--- src/rtl/brcomp_arbiter.sv ---
// -----------------------------------------------------------------------------
// brcomp_arbiter
//
// Shares one combinational branch comparator between two requesters. A request
// is accepted in IDLE and its operands are registered. The comparator is driven
// from those registers during CMP, and the decoded branch outcome is registered
// at the end of CMP. The outcome is then held on the owning port's response
// channel in RESP until that requester consumes it.
//
// Parameters
//   FAIR_RR        1 = round-robin on ties, 0 = fixed priority (port 0 wins)
//
// Ports
//   clk_i, rst_i                 clock, synchronous active-high reset
//   reqN_valid_i / reqN_ready_o  request handshake (N = 0, 1)
//   reqN_rs1_i, reqN_rs2_i       operands
//   reqN_funct3_i                RV32I branch funct3
//   rspN_valid_o / rspN_ready_i  response handshake
//   rspN_taken_o                 branch condition true
//   rspN_illegal_o               funct3 was 010 or 011
//   cmp_rs1_o, cmp_rs2_o         operands to the shared comparator
//   cmp_unsign_o                 1 = unsigned compare
//   cmp_less_i, cmp_equal_i      comparator results
//   busy_o                       high whenever the FSM is not in IDLE
// -----------------------------------------------------------------------------
module brcomp_arbiter #(
  parameter bit FAIR_RR = 1'b1
) (
  input  logic        clk_i,
  input  logic        rst_i,
  input  logic        req0_valid_i,
  output logic        req0_ready_o,
  input  logic [31:0] req0_rs1_i,
  input  logic [31:0] req0_rs2_i,
  input  logic [2:0]  req0_funct3_i,
  input  logic        req1_valid_i,
  output logic        req1_ready_o,
  input  logic [31:0] req1_rs1_i,
  input  logic [31:0] req1_rs2_i,
  input  logic [2:0]  req1_funct3_i,
  output logic        rsp0_valid_o,
  input  logic        rsp0_ready_i,
  output logic        rsp0_taken_o,
  output logic        rsp0_illegal_o,
  output logic        rsp1_valid_o,
  input  logic        rsp1_ready_i,
  output logic        rsp1_taken_o,
  output logic        rsp1_illegal_o,
  output logic [31:0] cmp_rs1_o,
  output logic [31:0] cmp_rs2_o,
  output logic        cmp_unsign_o,
  input  logic        cmp_less_i,
  input  logic        cmp_equal_i,
  output logic        busy_o
);

  typedef enum logic [1:0] {
    S_IDLE = 2'd0,
    S_CMP  = 2'd1,
    S_RESP = 2'd2
  } state_t;

  state_t      state_q, state_d;
  logic [31:0] rs1_q, rs1_d;
  logic [31:0] rs2_q, rs2_d;
  logic [2:0]  funct3_q, funct3_d;
  logic        port_q, port_d;
  logic        last_grant_q, last_grant_d;
  logic        taken_q, taken_d;
  logic        illegal_q, illegal_d;
  logic        rsp0_valid_q, rsp0_valid_d;
  logic        rsp1_valid_q, rsp1_valid_d;
  logic        busy_q, busy_d;

  logic        grant_valid;
  logic        grant_port;
  logic        handshake;
  logic        rsp_consumed;
  logic        dec_taken;
  logic        dec_illegal;

  // Grant selection. On a tie with round-robin enabled, the port that did not
  // win last time is chosen; last_grant resets to 1 so port 0 wins the first tie.
  always_comb begin
    grant_valid = req0_valid_i | req1_valid_i;
    grant_port  = 1'b0;
    if (req0_valid_i && req1_valid_i) begin
      grant_port = FAIR_RR ? ~last_grant_q : 1'b0;
    end else if (req1_valid_i) begin
      grant_port = 1'b1;
    end
  end

  // Acceptance is only possible in IDLE and never while reset is asserted.
  assign handshake    = (state_q == S_IDLE) && !rst_i && grant_valid;
  assign req0_ready_o = (state_q == S_IDLE) && !rst_i && req0_valid_i && !grant_port;
  assign req1_ready_o = (state_q == S_IDLE) && !rst_i && req1_valid_i &&  grant_port;

  assign rsp_consumed = port_q ? rsp1_ready_i : rsp0_ready_i;

  // funct3 decode of the comparator result. 010/011 are not branch encodings.
  always_comb begin
    dec_taken   = 1'b0;
    dec_illegal = 1'b0;
    unique case (funct3_q)
      3'b000:          dec_taken = cmp_equal_i;
      3'b001:          dec_taken = ~cmp_equal_i;
      3'b100, 3'b110:  dec_taken = cmp_less_i;
      3'b101, 3'b111:  dec_taken = ~cmp_less_i;
      default:         dec_illegal = 1'b1;
    endcase
  end

  // Next-state logic.
  always_comb begin
    state_d      = state_q;
    rs1_d        = rs1_q;
    rs2_d        = rs2_q;
    funct3_d     = funct3_q;
    port_d       = port_q;
    last_grant_d = last_grant_q;
    taken_d      = taken_q;
    illegal_d    = illegal_q;
    rsp0_valid_d = rsp0_valid_q;
    rsp1_valid_d = rsp1_valid_q;

    unique case (state_q)
      S_IDLE: begin
        if (handshake) begin
          rs1_d        = grant_port ? req1_rs1_i    : req0_rs1_i;
          rs2_d        = grant_port ? req1_rs2_i    : req0_rs2_i;
          funct3_d     = grant_port ? req1_funct3_i : req0_funct3_i;
          port_d       = grant_port;
          last_grant_d = grant_port;
          state_d      = S_CMP;
        end
      end
      S_CMP: begin
        taken_d      = dec_taken;
        illegal_d    = dec_illegal;
        rsp0_valid_d = ~port_q;
        rsp1_valid_d =  port_q;
        state_d      = S_RESP;
      end
      S_RESP: begin
        // taken/illegal are left untouched so they stay stable while stalled.
        if (rsp_consumed) begin
          rsp0_valid_d = 1'b0;
          rsp1_valid_d = 1'b0;
          state_d      = S_IDLE;
        end
      end
      default: begin
        state_d = S_IDLE;
      end
    endcase

    // busy is registered, so it follows the state being entered.
    busy_d = (state_d != S_IDLE);
  end

  always_ff @(posedge clk_i) begin
    if (rst_i) begin
      state_q      <= S_IDLE;
      rs1_q        <= 32'd0;
      rs2_q        <= 32'd0;
      funct3_q     <= 3'd0;
      port_q       <= 1'b0;
      last_grant_q <= 1'b1;
      taken_q      <= 1'b0;
      illegal_q    <= 1'b0;
      rsp0_valid_q <= 1'b0;
      rsp1_valid_q <= 1'b0;
      busy_q       <= 1'b0;
    end else begin
      state_q      <= state_d;
      rs1_q        <= rs1_d;
      rs2_q        <= rs2_d;
      funct3_q     <= funct3_d;
      port_q       <= port_d;
      last_grant_q <= last_grant_d;
      taken_q      <= taken_d;
      illegal_q    <= illegal_d;
      rsp0_valid_q <= rsp0_valid_d;
      rsp1_valid_q <= rsp1_valid_d;
      busy_q       <= busy_d;
    end
  end

  // The comparator always sees the captured operands, so its inputs hold the
  // last request's values outside CMP.
  assign cmp_rs1_o    = rs1_q;
  assign cmp_rs2_o    = rs2_q;
  assign cmp_unsign_o = funct3_q[1];

  // Only the owning port sees taken/illegal; the other port reads zero.
  assign rsp0_valid_o   = rsp0_valid_q;
  assign rsp1_valid_o   = rsp1_valid_q;
  assign rsp0_taken_o   = taken_q   & ~port_q;
  assign rsp1_taken_o   = taken_q   &  port_q;
  assign rsp0_illegal_o = illegal_q & ~port_q;
  assign rsp1_illegal_o = illegal_q &  port_q;
  assign busy_o         = busy_q;

endmodule
--- config.mk ---
export PLATFORM = sky130hd
export DESIGN_NAME = brcomp_arbiter
export DESIGN_NICKNAME = d
export VERILOG_FILES = /design/src/rtl/brcomp_arbiter.sv
export SDC_FILE = /design/constraint.sdc
export NUM_CORES = 1
export LEC_CHECK = 0
export CORE_ASPECT_RATIO = 0.75
export CORE_MARGIN = 2
export CORE_UTILIZATION = 43
export DETAILED_ROUTE_END_ITERATION = 10
export GPL_ROUTABILITY_DRIVEN = 0
export PLACE_DENSITY = 0.95
export SYNTH_ARGS = -nofsm -noshare
export SYNTH_HDL_FRONTEND = slang
export SYNTH_SLANG_ARGS = --single-unit
--- constraint.sdc ---
create_clock -name clk_i -period 4.9 [get_ports clk_i]
set_clock_uncertainty 0.15 [all_clocks]
set_input_delay 1.225 -clock clk_i [delete_from_list [all_inputs] [get_ports clk_i]]
set_output_delay 1.225 -clock clk_i [all_outputs]
set_load 0.03 [all_outputs]
==> metrics.md <==
| Metric | Value |
|---|---|
| Status | `finished, final reports clean` |
| TritonCTS clock tree | `built` |
| Fmax | `238.2 MHz` |
| PD cells | `between 300 and 400 nW/um^2` |
| Crit path time final | `4.198 ns` |
| Root buffer cell | `clkbuf_16` |
| Worst slew pin tran | `1.146 ns` |
| CP most frequent cell | `clkdlybuf4s50_1` |
| Vias/cell | `5.775` |
| Post-CTS Setup Bufs | `0` |
| Port bufs | `215` |
| Core area | `9542 um^2` |
| Mapped cell area | `roughly 4200 um^2` |
| Crit-path max cell delay | `0.72 ns` |
| First-pass GRT wire length | `between 20000 and 25000 um` |
| Layout cells sized above 1 | `14.61%` |
| Row Count | `31` |
| Area Growth Syn to Fin | `56.81%` |
| Detail Route Antenna Nets | `0` |
| Worst vdd ir | `between 0.00015 and 0.0002 V` |
| Diode count | `0` |
| Fin util | `68.55%` |
| Cell variety after synth | `30` |
| Tightest Hold Check Type | `reg -> reg` |
| H-tree depth | `3` |
| Die ar. | `10510 um^2` |
| Post-Route WL | `13670 um` |
| Largest net degree at the start of global routing | `77` |
| Nets@finish | `~760` |
| RSZ-0062 raised after global routing | `no` |
| Worst-path fanout max | `4` |
| Inst Count DP | `740` |
| Pre-CTS WS | `0.6929 ns` |
| Vias in the first global route | `4189` |
| Vias | `4360` |
| Worst Setup Slack, final | `0.7017 ns` |
| Worst path slowest cell | `clkdlybuf4s50_1` |
| Initial Utilization | `43.72%` |
| Drt wl/cell | `approximately 18 um` |
| Maximum root-to-sink buffer count | `2` |
| Design Area, Final | `6541 um^2` |
| Pre-antenna DRT Iters | `4` |
| Max-slew violations | `0` |
| Pleak | `2.111 nW` |
| Drc violations | `0` |
| Initial antenna violation count | `0` |
| Resized Gates After CTS | `0` |
| Max Cap Viol | `0` |
| Clock-pin slew on the worst setup and hold paths | `0.06 ns` |
| Crit start category | `input pin` |
| Setup total negative slack | `0 ns` |
| Syn Inst Count | `447` |
| Mapped Avg Cell Area | `around 9.3 um^2` |
| #FFs+latches synth | `76` |
| Dpl cell area | `6230 um^2` |
| Hold Vio Cnt, Final | `0` |
| Hold-fix buffers, CTS | `0` |
| Critical path, cell by cell | `clkdlybuf4s50_1, a21boi_4, nor3b_1, clkdlybuf4s50_1` |
| Count of final setup violators | `0` |
| DP Wirelength | `9121 um` |
| CP endpoint kind | `primary output` |
| Final period util | `85.68%` |
| Seq/Total Area, Yosys | `36.47%` |
| YS warnings | `0` |
| Post-Syn Nets | `589` |
| Die width | `117.7 um` |
| Worst skew pair latency | `0.32 ns` |
| Top Ports | `between 200 and 250` |
| Setup CP Type | `in -> out` |
| Slew HR | `23.60%` |
| Total track usage | `between 20% and 30%` |
| Hold Path Stages | `2` |
| Final std cells w/o fill | `755` |
| Grt ovf | `0` |
| Worst r2r path cells | `4` |
| DR iter-0 viols | `240` |
| Crit path arrival time | `approximately 2.8 ns` |
| Die Y | `89.30 um` |
| CTS buffer count | `9` |
| Required @ worst endpoint | `about 3.5 ns` |
| CTS sink count | `76` |
[per-layer routing]
layer  vias up  GRT usage [%]  share of wire, %
li1       2074              -                 -
met5         -              0                 0
met2       191          44.40                50
met4         0          8.105               1.8
met1      2073          30.35                41
met3        22          7.717               7.2
[cell usage after synthesis]
cell       n  area [um^2]
nor2_1     7        26.28
mux2i_1    1        10.01
nor4_1    67        419.2
a211o_1    1        8.760
a22oi_1    1        7.510
a21boi_2   1        11.26
a21oi_1   70        350.3
dfxtp_1   76         1521
nor3b_1    2        15.01
buf_6      8        90.09
buf_2     13        65.06
or2_2      1        6.260
buf_4      5        37.54
o21bai_1   2        15.01
nor4b_2   60        900.9
a211oi_1   1        7.510
or3_1      1        6.260
clkbuf_1  35        131.4
a221o_1    1        10.01
xnor2_1    2        17.52
and2_1     2        12.51
nor2b_1    5        31.28
or3b_2     1        8.760
a21bo_2    1        10.01
clkbuf_2   1        5.000
nor4b_1    8        70.07
nand3b_1   2        15.01
nor3_1    69        345.3
nand2_1    1        3.750
nand2b_1   2        12.51
[registers in the layout, summed over array words and instances, names as in the netlist]
| name | cells |
|---|---|
| taken_q | 1 |
| busy_o | 1 |
| last_grant_q | 1 |
| state_q | 2 |
| funct3_q | 3 |
| cmp_rs1_o | 32 |
| port_q | 1 |
| cmp_rs2_o | 32 |
| illegal_q | 1 |
| rsp0_valid_o | 1 |
| rsp1_valid_o | 1 |
[cells by family (layout without fill, tap and decap cells)]
kind of cell	after synthesis	after routing	synth area share, %
xor+xnor	2	2	0.4200
mux	1	1	0.2400
compound gates	78	78	10.08
buf+inv	62	238	7.889
simple gates	228	228	44.90
flops	76	76	36.47
[power by group]
group / internal [W] / switching [W] / total, W
Sequential: 0.000696 / 0.0000481 / 0.000744
Clock: 0.000433 / 0.000252 / 0.000686
Combinational: 0.000319 / 0.000389 / 0.000708
Total: 0.00145 / 0.000689 / 0.00214
[critical path: cells and delay by family]
family	cells	cell delay [ns]
buffers and inverters	2	1.17
and+or+nand+nor	1	0.26
AOI/OAI and AO/OA	1	0.16
[final timing paths]
check / startpoint / end / slack (ns)
min reg2reg: illegal_q / illegal_q / 0.32
max: req1_valid_i / req0_ready_o / 0.70
min: illegal_q / illegal_q / 0.32
max reg2reg: state_q[0] / cmp_rs1_o[24] / 2.69
[cell type report]
cell class | instances | area, um^2
repair buffers | 223 | 2202
well taps | 132 | 165.2
clock buffers | 12 | 266.5
fillers | 719 | 3000
multi-input cells | 309 | 2341
clock inverters | 3 | 45.04
flip-flops and latches | 76 | 1521
[through the flow]
step,hold slack [ns],total power [W]
2_1_floorplan,0.2857,0.001157
3_3_place_gp,0.3092,0.001443
3_5_place_dp,0.3161,0.001466
4_1_cts,0.3244,0.002159
5_1_grt,0.3623,0.002232
6_report,0.3158,0.002138
[cell usage in the layout, fill, tap and decap left out, drive strengths merged, types with 2 or more instances in the layout]
cell type	Yosys	layout
clkdlybuf4s50	0	213
dfxtp	76	76
a21oi	70	70
nor3	69	69
nor4b	68	68
nor4	67	67
clkbuf	36	12
buf	26	10
nor2	7	7
nor2b	5	5
nor3b	2	2
and2	2	2
nand3b	2	2
nand2b	2	2
xnor2	2	2
o21bai	2	2
clkinvlp	0	2
(Power assumes the default switching activity.)
